===== src/rtl/pe_pkg.sv =====
// Shared types, default widths and arithmetic helpers for the systolic PE family.
package pe_pkg;
  localparam int DATA_WIDTH_DEF  = 8;
  localparam int ACCUM_WIDTH_DEF = 32;
  localparam int MAX_W           = 64;

  typedef logic [0:0] pe_state_t;
  localparam pe_state_t IDLE  = 1'b0;
  localparam pe_state_t ACCUM = 1'b1;

  typedef logic [MAX_W-1:0] word_t;
  typedef struct packed {
    logic  sat;
    word_t sum;
  } sat_sum_t;

  // dw-bit operands, sign- or zero-extended; the product is exact modulo 2^MAX_W.
  function automatic word_t ext_mul(word_t a, word_t b, int unsigned dw, logic sgn);
    word_t mask, ax, bx;
    mask = (word_t'(1) << dw) - word_t'(1);
    ax   = a & mask;
    bx   = b & mask;
    if (sgn && a[6'(dw - 1)]) ax = ax | ~mask;
    if (sgn && b[6'(dw - 1)]) bx = bx | ~mask;
    return ax * bx;
  endfunction

  // aw-bit add clamped to the signed or unsigned aw-bit range.
  function automatic sat_sum_t sat_add(word_t a, word_t b, int unsigned aw, logic sgn);
    logic signed [MAX_W+1:0] one, ax, bx, sum, max_v, min_v;
    word_t    mask;
    sat_sum_t r;
    one   = 1;
    mask  = (word_t'(1) << aw) - word_t'(1);
    ax    = {2'b00, a & mask};
    bx    = {2'b00, b & mask};
    if (sgn && a[6'(aw - 1)]) ax = ax - (one << aw);
    if (sgn && b[6'(aw - 1)]) bx = bx - (one << aw);
    max_v = sgn ? (one << (aw - 1)) - one : (one << aw) - one;
    min_v = sgn ? -(one << (aw - 1)) : '0;
    sum   = ax + bx;
    r.sat = 1'b0;
    r.sum = word_t'(sum);
    if (sum > max_v) begin
      r.sum = word_t'(max_v);
      r.sat = 1'b1;
    end else if (sum < min_v) begin
      r.sum = word_t'(min_v);
      r.sat = 1'b1;
    end
    return r;
  endfunction
endpackage


===== src/rtl/pe_result_slot.sv =====
// One-entry valid/ready result register with sticky overflow; PE_MAC_SAT_EN adds a per-result sat_flag.
module pe_result_slot
  import pe_pkg::*;
#(
  parameter int WIDTH = ACCUM_WIDTH_DEF
) (
  input  logic             clk,
  input  logic             rst_n,
  input  logic             load,
  input  logic [WIDTH-1:0] load_value,
`ifdef PE_MAC_SAT_EN
  input  logic             load_sat,
  output logic             sat_flag,
`endif
  input  logic             rdy,
  output logic [WIDTH-1:0] result,
  output logic             vld,
  output logic             err_ovf
);
  always_ff @(posedge clk or negedge rst_n) begin
    if (!rst_n) begin
      // NOTE: the payload is a single register, not a RAM, so it is reset and reads 0 afterwards.
      result   <= '0;
      vld      <= 1'b0;
      err_ovf  <= 1'b0;
`ifdef PE_MAC_SAT_EN
      sat_flag <= 1'b0;
`endif
    end else if (load) begin
      if (!vld || rdy) begin
        result   <= load_value;
        vld      <= 1'b1;
`ifdef PE_MAC_SAT_EN
        sat_flag <= load_sat;
`endif
      end else begin
        err_ovf <= 1'b1;
      end
    end else if (rdy) begin
      vld <= 1'b0;
    end
  end
endmodule


===== src/rtl/pe_mac_stream.sv =====
// Output-stationary systolic PE: registered forwarding, valid/last-qualified MAC, drained result slot.
// Optional PE_MAC_SAT_EN: saturating accumulate and a sat_flag output.
module pe_mac_stream
  import pe_pkg::*;
#(
  parameter int DATA_WIDTH  = DATA_WIDTH_DEF,
  parameter int ACCUM_WIDTH = ACCUM_WIDTH_DEF,
  parameter int MUL_STAGES  = 0
) (
  input  logic                   clk,
  input  logic                   rst_n,
  input  logic                   en,
  input  logic                   accum_reset,
  input  logic                   op_signed,
  input  logic [DATA_WIDTH-1:0]  in_north,
  input  logic                   in_north_vld,
  input  logic [DATA_WIDTH-1:0]  in_west,
  input  logic                   in_west_vld,
  input  logic                   in_west_last,
  output logic [DATA_WIDTH-1:0]  out_south,
  output logic                   out_south_vld,
  output logic [DATA_WIDTH-1:0]  out_east,
  output logic                   out_east_vld,
  output logic                   out_east_last,
  output logic [ACCUM_WIDTH-1:0] result,
  output logic                   result_vld,
  input  logic                   result_rdy,
  output logic                   err_ovf
`ifdef PE_MAC_SAT_EN
  ,
  output logic                   sat_flag
`endif
);
  logic                   fire_now, step_fire, step_last, load;
  logic [ACCUM_WIDTH-1:0] prod_now, step_prod, acc, acc_sum, tile_sum;
  pe_state_t              state;

  always_ff @(posedge clk or negedge rst_n) begin
    if (!rst_n) begin
      out_south     <= '0;
      out_south_vld <= 1'b0;
      out_east      <= '0;
      out_east_vld  <= 1'b0;
      out_east_last <= 1'b0;
    end else if (en) begin
      // NOTE: registers use <= so every stage samples pre-edge values regardless of block order.
      out_south     <= in_north;
      out_south_vld <= in_north_vld;
      out_east      <= in_west;
      out_east_vld  <= in_west_vld;
      out_east_last <= in_west_last;
    end
  end

  assign fire_now = en & in_north_vld & in_west_vld;
  assign prod_now = ACCUM_WIDTH'(ext_mul(word_t'(in_north), word_t'(in_west), DATA_WIDTH, op_signed));

  if (MUL_STAGES == 0) begin : g_comb
    assign step_fire = fire_now;
    assign step_last = in_west_last;
    assign step_prod = prod_now;
  end else begin : g_pipe
    logic                   p_fire, p_last;
    logic [ACCUM_WIDTH-1:0] p_prod;
    always_ff @(posedge clk or negedge rst_n) begin
      if (!rst_n) begin
        p_fire <= 1'b0;
        p_last <= 1'b0;
        p_prod <= '0;
      end else if (en) begin
        if (accum_reset) begin
          p_fire <= 1'b0;
          p_last <= 1'b0;
        end else begin
          p_fire <= fire_now;
          p_last <= in_west_last;
          p_prod <= prod_now;
        end
      end
    end
    // A frozen pipeline must not accumulate its held product again.
    assign step_fire = en & p_fire;
    assign step_last = p_last;
    assign step_prod = p_prod;
  end

`ifdef PE_MAC_SAT_EN
  sat_sum_t add_r;
  logic     add_sat, tile_sat, load_sat;
  assign add_r    = sat_add(word_t'(acc), word_t'(step_prod), ACCUM_WIDTH, op_signed);
  assign acc_sum  = ACCUM_WIDTH'(add_r.sum);
  assign add_sat  = (state == ACCUM) & add_r.sat;
  assign load_sat = tile_sat | add_sat;

  always_ff @(posedge clk or negedge rst_n) begin
    if (!rst_n)                  tile_sat <= 1'b0;
    else if (en && accum_reset)  tile_sat <= 1'b0;
    else if (step_fire)          tile_sat <= step_last ? 1'b0 : load_sat;
  end
`else
  assign acc_sum = acc + step_prod;
`endif

  // The first element of a tile replaces the stale accumulator, so no clear cycle is needed.
  assign tile_sum = (state == IDLE) ? step_prod : acc_sum;
  assign load     = step_fire & step_last & ~accum_reset;

  always_ff @(posedge clk or negedge rst_n) begin
    if (!rst_n) begin
      state <= IDLE;
      acc   <= '0;
    end else if (en && accum_reset) begin
      state <= IDLE;
      acc   <= '0;
    end else if (step_fire) begin
      if (step_last) begin
        state <= IDLE;
      end else begin
        state <= ACCUM;
        acc   <= tile_sum;
      end
    end
  end

  pe_result_slot #(.WIDTH(ACCUM_WIDTH)) u_slot (
    .clk        (clk),
    .rst_n      (rst_n),
    .load       (load),
    .load_value (tile_sum),
`ifdef PE_MAC_SAT_EN
    .load_sat   (load_sat),
    .sat_flag   (sat_flag),
`endif
    .rdy        (result_rdy),
    .result     (result),
    .vld        (result_vld),
    .err_ovf    (err_ovf)
  );
endmodule


===== config.mk =====
export PLATFORM = sky130hd
export DESIGN_NAME = pe_mac_stream
export DESIGN_NICKNAME = d
export VERILOG_FILES = /design/src/rtl/pe_pkg.sv /design/src/rtl/pe_result_slot.sv /design/src/rtl/pe_mac_stream.sv
export SDC_FILE = /design/constraint.sdc
export NUM_CORES = 1
export LEC_CHECK = 0
export BUFFER_PORTS_ARGS = -buffer_cell sky130_fd_sc_hd__buf_2
export CAP_MARGIN = 15
export CORE_ASPECT_RATIO = 0.9
export CORE_MARGIN = 2
export CORE_UTILIZATION = 45
export CTS_CLUSTER_SIZE = 25
export DETAILED_ROUTE_END_ITERATION = 10
export PLACE_DENSITY = 0.69
export SYNTH_ARGS = -nofsm -noshare
export SYNTH_HDL_FRONTEND = slang
export SYNTH_SLANG_ARGS = --single-unit

===== constraint.sdc =====
create_clock -name clk -period 3.25 [get_ports clk]
set_input_delay 0.975 -clock clk [delete_from_list [all_inputs] [get_ports clk]]
set_output_delay 0.975 -clock clk [all_outputs]
set_load 0.02 [all_outputs]

==> flow_summary.ini <==
[floorplan]
io_pins = 78
row_count = 58
fp.coreArea_sq_um = 28100
die_area_sq_um = 30000
dieWidth_microns = 182
die_h_microns = 165
start_util_pct = 45.9

[critical_path]
max_stage_delay_ns = 0.60
ff2ff_path_depth = 10
start_kind = primary input
r2r_slack_ns = 0.04
arrival_ns = 8.95
rr_endpoint = acc[24]
crit_type = primary input to flop
cp_common_cell = fa_1
critical-path-slowest-cell = fa_2
required_ns = 3.51
end_kind = flop
worstReg2RegStart = acc[0]
cp_max_fo = 7

[place]
pre_cts_slack_ns = -6.02
hpwlAfterDp_microns = 28900
gp_congestion = 0.924
post-place-cells = 2026
portBuffers = 77

[cts]
ctsRootBufferMaster = clkbuf_16
clock_path_buffers = 2
cts_hold_buf = 0
path_clk_slew_ns = 0.08
cts_htree_levels = 3
numCtsBuffers = 9
clkSinkCount = 86
clk-insertion-delay-late_ns = 0.37
cts_tree = yes

[route]
drt_first_pass_iters = 5
drt-initial-drc-count = 610
num_vias = 11200
wl_met2_microns = 19100
top_layer = met4
wl_met1_microns = 15900
wl_per_cell_microns = 18.0
totalWireLength_microns = 37800
dr_wl_met3_microns = 1770
vias_per_cell = 5.32
antenna_left = 0
drcViolationCount = 0

[logic_synthesis]
async_flop_share_pct = 100
ys_seq_area_share_pct = 16.7
synth.net_count = 1685
synth_cells = 1317
synth-seq-cells = 86
synth_warnings = 0
synth_area_sq_um = 12900
synth_edf_count = 0
synth_cell_type_count = 65
synthFlopType = dfrtp_1
syn_avg_cell_area_sq_um = 9.80

[timing]
setup_tns_ns = -246.74
period_share_pct = 267
timing.fmax_ghz = 0.115
finalSetupViolations = 58
relSlewSlack_pct = 53.5
hold_viol = 0
period_needed_ns = 8.69
finalMaxSlewViolations = 0
rsz0062_at_grt = true
fin_skew_ns = 0.0202
worst_slack_ns = -5.44
worst-slew-pin-transition_ns = 0.697

[global_route]
overflow = 0
grt_usage_pct = 26.2
grt_pass1_vias = 12300
grt_pass1_wl_microns = 61800
grt_max_degree = 70
grt_antenna_before_repair = 0

[layout]
diodes = 0
multi_input_area_sq_um = 11300
final_cell_mix = buf_4, fa_1, inv_1, nand2_1, ha_1
syn_to_final_growth_pct = 42.6
n_fill_cell = 2171
fin_cells = 2102
register_area_sq_um = 2150
layout_commonest_cell = buf_4
drive_above_1_share_pct = 41.0
nets = 2105

[outcome]
status = complete, but fails checks
violations = setup timing

[job]
maxCapViolCount = 0

[min_path]
hp-class = primary input to asynchronous set/reset pin
what timing repair did:
item,4_1_cts,5_1_grt
hold endpoints to repair,0,0
gates resized for setup,152,93
pin swaps,122,110
endpoints found under the setup margin,58,60
setup buffers,51,24
final cells by class:
type / instances / area share (%)
multi-input combinational: 1003 / 61.3
timing repair buffer: 453 / 19.1
sequential: 86 / 11.7
inverter: 184 / 3.77
tap: 360 / 2.45
clock buffer: 9 / 1.22
clock inverter: 7 / 0.394
metrics by stage:
| stage | area [sq um] | util, % | hold WS [ns] |
|---|---|---|---|
| after global placement | 16500 | 58.7 | 0.459 |
| after CTS | 17800 | 63.5 | 0.473 |
| after global routing | 18400 | 65.5 | 0.488 |
| after detailed placement | 16500 | 58.7 | 0.459 |
| final | 18400 | 65.5 | 0.474 |
| after floorplan | 13600 | - | 0.453 |
worst max-delay path by stage:
stage / startpoint / endpoint / slack, ns / cells after the start
floorplan: op_signed / u_slot.result[31] / -5.63 / 30
global placement: in_north[7] / u_slot.result[31] / -5.85 / 33
detailed placement: in_north[7] / u_slot.result[31] / -6.02 / 30
CTS: in_north[7] / u_slot.result[31] / -5.47 / 30
global route: in_north[7] / u_slot.result[31] / -5.71 / 32
finish: in_north[7] / u_slot.result[31] / -5.44 / 30
kinds of logic after synthesis:
group	Yosys count	synth area share [%]
adder cells (fa/ha/maj)	343	44.4
AND/OR/NAND/NOR	289	10.6
AO/OA/AOI/OAI	249	12.6
buffers and inverters	228	6.64
flip-flops	86	16.7
XOR/XNOR	75	5.09
multiplexers	47	3.88
state kept, by name, indices dropped and copies added (netlist names):
signal and count:
u_slot.err_ovf 1, acc 32, out_south_vld 1, u_slot.vld 1, state 1, out_south 8, u_slot.result 32, out_east_vld 1
out_east_last 1, out_east 8
metal layers:
metal	track usage, %	vias to the layer above
met5	0	-
met4	7.99	0
met3	4.32	88
met2	46.7	299
met1	32.8	5578
li1	-	5218
synth_stat cells, types with 3 or more instances:
cell,n,share of area (%)
clkbuf_1,39,1.1
a21oi_1,45,1.7
a31oi_1,10,0.48
and3_1,13,0.63
nand3_1,10,0.39
nor2_1,38,1.1
xnor2_1,49,3.3
a21o_1,31,1.8
nor3_1,6,0.23
a41oi_1,4,0.27
nor2b_1,10,0.48
nand2_1,133,3.9
and2_1,47,2.3
dfrtp_1,86,17
buf_1,4,0.12
a21boi_0,3,0.17
a22o_1,4,0.27
nand4_1,5,0.24
a22oi_1,5,0.29
xor2_1,26,1.8
or3_1,4,0.19
mux2_2,24,2.1
o21bai_1,3,0.17
inv_1,184,5.4
o21ai_0,83,3.2
or2_2,4,0.19
ha_1,151,15
o21a_1,11,0.64
nand2b_1,10,0.48
a211oi_1,6,0.35
a31o_2,5,0.34
mux2i_1,23,1.8
fa_1,192,30
o211ai_1,8,0.47
worst max-delay path, delay by kind of cell:
kind / cells / cell delay [ns]
AOI/OAI and AO/OA: 7 / 1.54
xor gates and xnor gates: 2 / 0.27
adders and majority gates: 10 / 4.73
buffers and inverters: 6 / 0.51
muxes: 2 / 0.53
and+or+nand+nor: 3 / 0.37
Power is not shown: default switching activity piles up to over one toggle a cycle in this logic, so the estimate is an artifact.
